## config.mk

```make
export PLATFORM = sky130hd
export DESIGN_NAME = demux_1ton_reg
export DESIGN_NICKNAME = d
export VERILOG_FILES = /design/src/rtl/demux_1ton_reg.sv
export SDC_FILE = /design/constraint.sdc
export NUM_CORES = 1
export LEC_CHECK = 0
export CORE_ASPECT_RATIO = 1.5
export CORE_MARGIN = 2
export CORE_UTILIZATION = 30
export DETAILED_ROUTE_END_ITERATION = 8
export MAX_ROUTING_LAYER = met4
export SLEW_MARGIN = 25
export SYNTH_ARGS = -nofsm -noshare
export SYNTH_HDL_FRONTEND = slang
export SYNTH_SLANG_ARGS = --single-unit
```

## constraint.sdc

```tcl
create_clock -name clk -period 10.89 [get_ports clk]
set_clock_uncertainty 0.2 [all_clocks]
set_input_delay 1.089 -clock clk [delete_from_list [all_inputs] [get_ports clk]]
set_output_delay 1.089 -clock clk [all_outputs]
set_load 0.03 [all_outputs]
```

## src/rtl/demux_1ton_reg.sv

```systemverilog
// Registered 1-to-N demultiplexer: routes one input word to one of N_OUT lanes, each lane
// holding a single word under valid/ready flow control.
module demux_1ton_reg #(
    parameter int unsigned WIDTH = 32,
    parameter int unsigned N_OUT = 4,
    parameter int unsigned SEL_W = 2
) (
    input  logic                   clk,
    input  logic                   rst,
    input  logic [WIDTH-1:0]       in_data,
    input  logic [SEL_W-1:0]       in_sel,
    input  logic                   in_valid,
    output logic                   in_ready,
    output logic [N_OUT*WIDTH-1:0] out_data,
    output logic [N_OUT-1:0]       out_valid,
    input  logic [N_OUT-1:0]       out_ready,
    output logic                   err_sel,
    output logic [7:0]             drop_count
);

    logic [N_OUT-1:0][WIDTH-1:0] data_q;
    logic [N_OUT-1:0]            valid_q;
    logic [N_OUT-1:0]            valid_d;
    logic [N_OUT-1:0]            load;
    logic                        in_range;
    logic                        accept;
    logic                        drop;
    logic                        err_q;
    logic [7:0]                  drop_q;
    logic [31:0]                 sel_ext;

    assign sel_ext = 32'(in_sel);

    // Lane decode by comparison so an out-of-range select never indexes past N_OUT.
    always_comb begin
        in_range = 1'b0;
        in_ready = 1'b1;
        load     = '0;
        for (int unsigned k = 0; k < N_OUT; k++) begin
            if (sel_ext == k) begin
                in_range = 1'b1;
                in_ready = !valid_q[k] || out_ready[k];
            end
        end
        accept = in_valid && in_ready;
        for (int unsigned k = 0; k < N_OUT; k++) begin
            load[k] = accept && (sel_ext == k);
        end
        drop    = accept && !in_range;
        valid_d = load | (valid_q & ~out_ready);
    end

    always_ff @(posedge clk or posedge rst) begin
        if (rst) begin
            data_q  <= '0;
            valid_q <= '0;
            err_q   <= 1'b0;
            drop_q  <= 8'd0;
        end else begin
            valid_q <= valid_d;
            for (int unsigned k = 0; k < N_OUT; k++) begin
                if (load[k]) begin
                    data_q[k] <= in_data;
                end
            end
            if (drop) begin
                err_q <= 1'b1;
                if (drop_q != 8'hFF) begin
                    drop_q <= drop_q + 8'd1;
                end
            end
        end
    end

    assign out_data   = data_q;
    assign out_valid  = valid_q;
    assign err_sel    = err_q;
    assign drop_count = drop_q;

endmodule
```

After elaboration in Yosys (flattened, before gate mapping) --
Cells that the tools add are included.
Storage, ports and cells: bits in registers 141, bits of input ports 41, output and inout port bits 142, logic and storage cells 40
Cells by class: $add $sub $neg 1, eq/ne operators 4, muxes and demuxes 8, bitwise gates (word level) 3, reductions and logical operators 17
Operators by type and width (number):
- $logic_not 32->1 | 1
- $add 8x1->8 const B | 1
- $mux 1 | 8
- $ne 8x8->1 const B | 1
- $logic_and 1x1->1 | 6
- $logic_not 1->1 | 5
- $and 4x4->4 | 1
- $eq 2x2->1 const B | 2
- $logic_or 1x1->1 | 4
- $not 4->4 | 1
- $or 4x4->4 | 1
- $eq 2x1->1 const B | 1
- $reduce_and 2->1 | 1

Depth between registers and ports, before layout --
depth after elaboration 9, gate-level depth with buffers 5

Worst setup path after synthesis --
No wires, ideal clock.
kind input port to output port, start input port out_ready[3], end output port in_ready, arrival time 1.812 ns, path slack 7.789 ns, stages on the path 2, cell sequence nand2b_1 mux4_2
Between the ends: cells in the longest elaborated chain, start to end 2
Ends and longest elaborated chain:
- from (decl) | RTL line 16 | input logic [N_OUT-1:0] out_ready,
- $logic_or 1x1->1 | RTL line 42 | in_ready = !valid_q[k] || out_ready[k];
- $mux 1 | RTL line 40 | if (sel_ext == k) begin
- to (decl) | RTL line 13 | output logic in_ready,
Every way passes these cells.

Final worst setup path --
start input port in_sel[0], end output port in_ready
Between the ends: cells in the longest elaborated chain, start to end 5
Ends and longest elaborated chain:
- from (decl) | RTL line 11 | input logic [SEL_W-1:0] in_sel,
- $logic_not 32->1 | RTL line 40
- $mux 1 (3 in series) | RTL line 40
- $mux 1 (*) | RTL line 40
Mark *: on every way between the ends. The rest lies on a longest branch, timed or not.

==> impl_results.rst <==
.. list-table::
   :header-rows: 1

   * - Metric
     - Value
   * - Wire length of the first global-routing pass
     - 20600 um
   * - Delay of the slowest cell on the worst path
     - 0.61 ns
   * - Sinks on the clock net
     - 141
   * - Cts repair resizes
     - 0
   * - Number of instances in the synthesized netlist
     - 310
   * - Seq/Total Area, Yosys
     - 67.1%
   * - Number of buffers added to fix hold violations after cts
     - 0
   * - Net switching power of the design
     - 0.000597 W
   * - CP max stage cell
     - sky130_fd_sc_hd__clkdlybuf4s50_1
   * - Ratio of cells with drive above 1 in the final layout
     - 32.7%
   * - ANT cells
     - 0
   * - Worst-skew pair later-pin latency
     - 0.40 ns
   * - H-tree levels
     - 4
   * - Maximum number of pins on one net before global-route repair
     - 75
   * - CP arrival
     - 2.81 ns
   * - Global-route congestion overflow total
     - 0
   * - Least-Margin Pin Slew
     - 0.964 ns
   * - Hold Crit Depth
     - 0
   * - Global placement routability congestion
     - 0.775
   * - Cell-by-cell trace of the critical path
     - clkdlybuf4s50_1 -> mux4_2 -> clkdlybuf4s50_1
   * - Most common cell after layout, fill and taps aside
     - sky130_fd_sc_hd__clkdlybuf4s50_1
   * - Fin. Hold Viols
     - 0
   * - Die extent in y
     - 166 um
   * - Die footprint
     - 18600 um^2
   * - Io pins
     - 183
   * - Internal power summed over all cells
     - 0.00126 W
   * - Share of power burned in combinational logic
     - 30.8%
   * - Number of global-route vias before repair
     - 3548
   * - Max FO, Critical Path
     - 4
   * - Buffer levels on the longest clock path
     - 2
   * - WP data required
     - 9.60 ns
   * - Max-cap violation count
     - 0
   * - Router iterations before antenna repair
     - 4
   * - Main combinational cell family by area after synthesis
     - multiplexers
   * - CTS tree
     - built
   * - Total length of routed wires
     - 13000 um
   * - Port Buf Inserts
     - 182
   * - Vias after detailed routing
     - 3238
   * - XOR/XNOR Fraction of Synth Area
     - 0%
   * - Pwr/cell area
     - 236 nW/um^2
   * - Most repeated library cell on the critical path
     - sky130_fd_sc_hd__clkdlybuf4s50_1
   * - Crit path kind
     - input pin to primary output
   * - Synth Area per Inst
     - 17.0 um^2
   * - Static leakage
     - 3.28 nW
   * - Status
     - finished, final reports clean
   * - Number of placement rows
     - 59
   * - R2r setup slk
     - 8.60 ns
   * - Pins over their slew limit
     - 0
   * - Count of buffers added by post-CTS timing repair for setup
     - 0
   * - Final worst setup slack
     - 6.79 ns
   * - Pre-CTS setup slack
     - 6.79 ns
   * - Post-synthesis net count
     - 351
   * - Total clock buffers created by CTS
     - 17
   * - Adder and majority gate portion of the synthesized area
     - 0%
   * - Total Routing Usage GR
     - 14.7%
   * - Number of antenna violations at the first check in global routing
     - 0
   * - Iteration-0 DRC Markers
     - 112
   * - Portion of netlist area occupied by mux cells
     - 27.8%
   * - Area share of the largest cell type after synthesis
     - 67.1%
   * - DRC errors left
     - 0
   * - IR drop worst, VDD
     - 0.000104 V
   * - Vias per inst
     - 4.51
   * - Clock transition at the register clock pins on the worst setup and hold paths after CTS
     - 0.06 ns
   * - Fill cell total of the finished layout
     - 1592
   * - Relative slew slack
     - 35.8%
   * - Footprint of the multi-input gates
     - 1570 um^2
   * - Fraction of the mapped netlist area in simple logic gates
     - 1.83%
   * - Fin nets
     - 533
   * - Cell types with the largest area share after synthesis
     - sky130_fd_sc_hd__dfrtp_1 (67%), sky130_fd_sc_hd__mux2_2 (27%), sky130_fd_sc_hd__buf_6 (1.9%)
   * - Final Critical Period
     - 4.10 ns
   * - R2R depth
     - 4
   * - Buffer type at the clock tree root
     - sky130_fd_sc_hd__clkbuf_16
   * - Synthesized-area fraction occupied by ao, oa, aoi and oai cells
     - 0.0952%
   * - Initial Util
     - 30.4%
   * - Critical Path End Type
     - primary output
   * - Cell accounting for the most synthesized area
     - sky130_fd_sc_hd__dfrtp_1
   * - RSZ-0062 raised after global routing
     - no
   * - Tcrit/Tclk final
     - 37.6%
   * - Number of unique standard cell types used by synthesis
     - 18
   * - Switch share
     - 32.1%
   * - Number of flip-flops and latches in the synthesized netlist
     - 141
   * - Die width
     - 112 um
   * - WL/cell
     - 18.1 um
   * - Clock share of power
     - 32.5%
   * - Setup Viol. Count Final
     - 0
   * - Worst setup SP type
     - input pin
   * - Part of the power in registers
     - 36.7%
   * - Area growth syn-to-layout
     - 49.4%
   * - Standard cell core area
     - 17300 um^2
   * - Remaining antenna violation count after routing
     - 0
   * - Half-perimeter wire length of the detailed placement result
     - 9050 um
   * - Accumulated negative setup slack
     - 0 ns
   * - Yosys warnings
     - 0
   * - Class of the tightest hold or removal check
     - flip-flop to flip-flop
   * - Most frequent cells in the layout
     - sky130_fd_sc_hd__clkdlybuf4s50_1 (182), sky130_fd_sc_hd__dfrtp_1 (141), sky130_fd_sc_hd__mux2_2 (124)
   * - Area taken by flip-flops and latches
     - 3530 um^2
   * - Max Fclk
     - 244 MHz
   * - Netlist area before placement
     - 5260 um^2
-- power groups by stage --
stage	sequential, W	combinational (W)	clock [W]
2_1_floorplan	0.000889	0.000110	0
3_3_place_gp	0.000686	0.000574	0
3_5_place_dp	0.000692	0.000578	0
4_1_cts	0.000683	0.000580	0.000621
5_1_grt	0.000695	0.000597	0.000643
6_report	0.000681	0.000572	0.000602
-- through the flow --
stage | hold WS (ns) | power (W) | instances | instance area (um^2) | util (%)
final | 0.175 | 0.00186 | 718 | 7860 | 45.5
after detailed placement | 0.164 | 0.00127 | 686 | 7230 | 41.9
after global routing | 0.184 | 0.00193 | 718 | 7860 | 45.5
after global placement | 0.167 | 0.00126 | 686 | 7230 | 41.9
after CTS | 0.180 | 0.00188 | 718 | 7850 | 45.5
after floorplan | 0.438 | 0.00100 | 310 | 5260 | -
-- routing by layer --
| metal | share of wire [%] | global-route usage (%) | up-vias |
|---|---|---|---|
| met1 | 40 | 16.6 | 1689 |
| met3 | 4.5 | 4.12 | 10 |
| met5 | 0 | - | - |
| met4 | 1.3 | 4.51 | 0 |
| met2 | 54 | 25.1 | 104 |
| li1 | - | - | 1435 |
-- final timing paths --
| check | from | endpoint |
|---|---|---|
| hold / removal | drop_count[5] | drop_count[5] |
| hold reg to reg | drop_count[5] | drop_count[5] |
| setup / recovery | in_sel[0] | in_ready |
| setup reg to reg | out_valid[0] | out_data[2] |
| max in group asynchronous | rst | out_data[63] |
| min in group asynchronous | rst | out_data[52] |
-- worst max-delay path, delay by kind of cell --
| kind | cells | cell delay, ns |
|---|---|---|
| mux | 1 | 0.53 |
| buf+inv | 2 | 1.19 |
-- cell families after synthesis --
family                 count (synthesis)
AND/OR/NAND/NOR                       15
buffers and inverters                 24
multiplexers                         129
AO/OA/AOI/OAI                          1
flip-flops                           141
-- synthesized netlist by cell type (all sizes together) --
library cell	instances
and3	1
buf	13
clkbuf	10
dfrtp	141
inv	1
mux2	128
mux4	1
nand2	5
nand2b	4
nand3	1
nand3b	1
nor2b	2
nor3b	1
o21ai	1
-- flip-flops by register name (all words and copies together) (netlist names) --
name,flops
drop_count,8
out_valid,4
err_sel,1
out_data,128
-- cell type report --
type	count	share of cell area, %
flip-flops and latches	141	44.9
well taps	213	3.39
clock buffers	19	5.64
clock inverters	13	2.28
repair buffers	186	23.6
multi-input cells	145	20.0
inverters	1	0.112
Note: power is estimated with default switching activity, not from simulation.
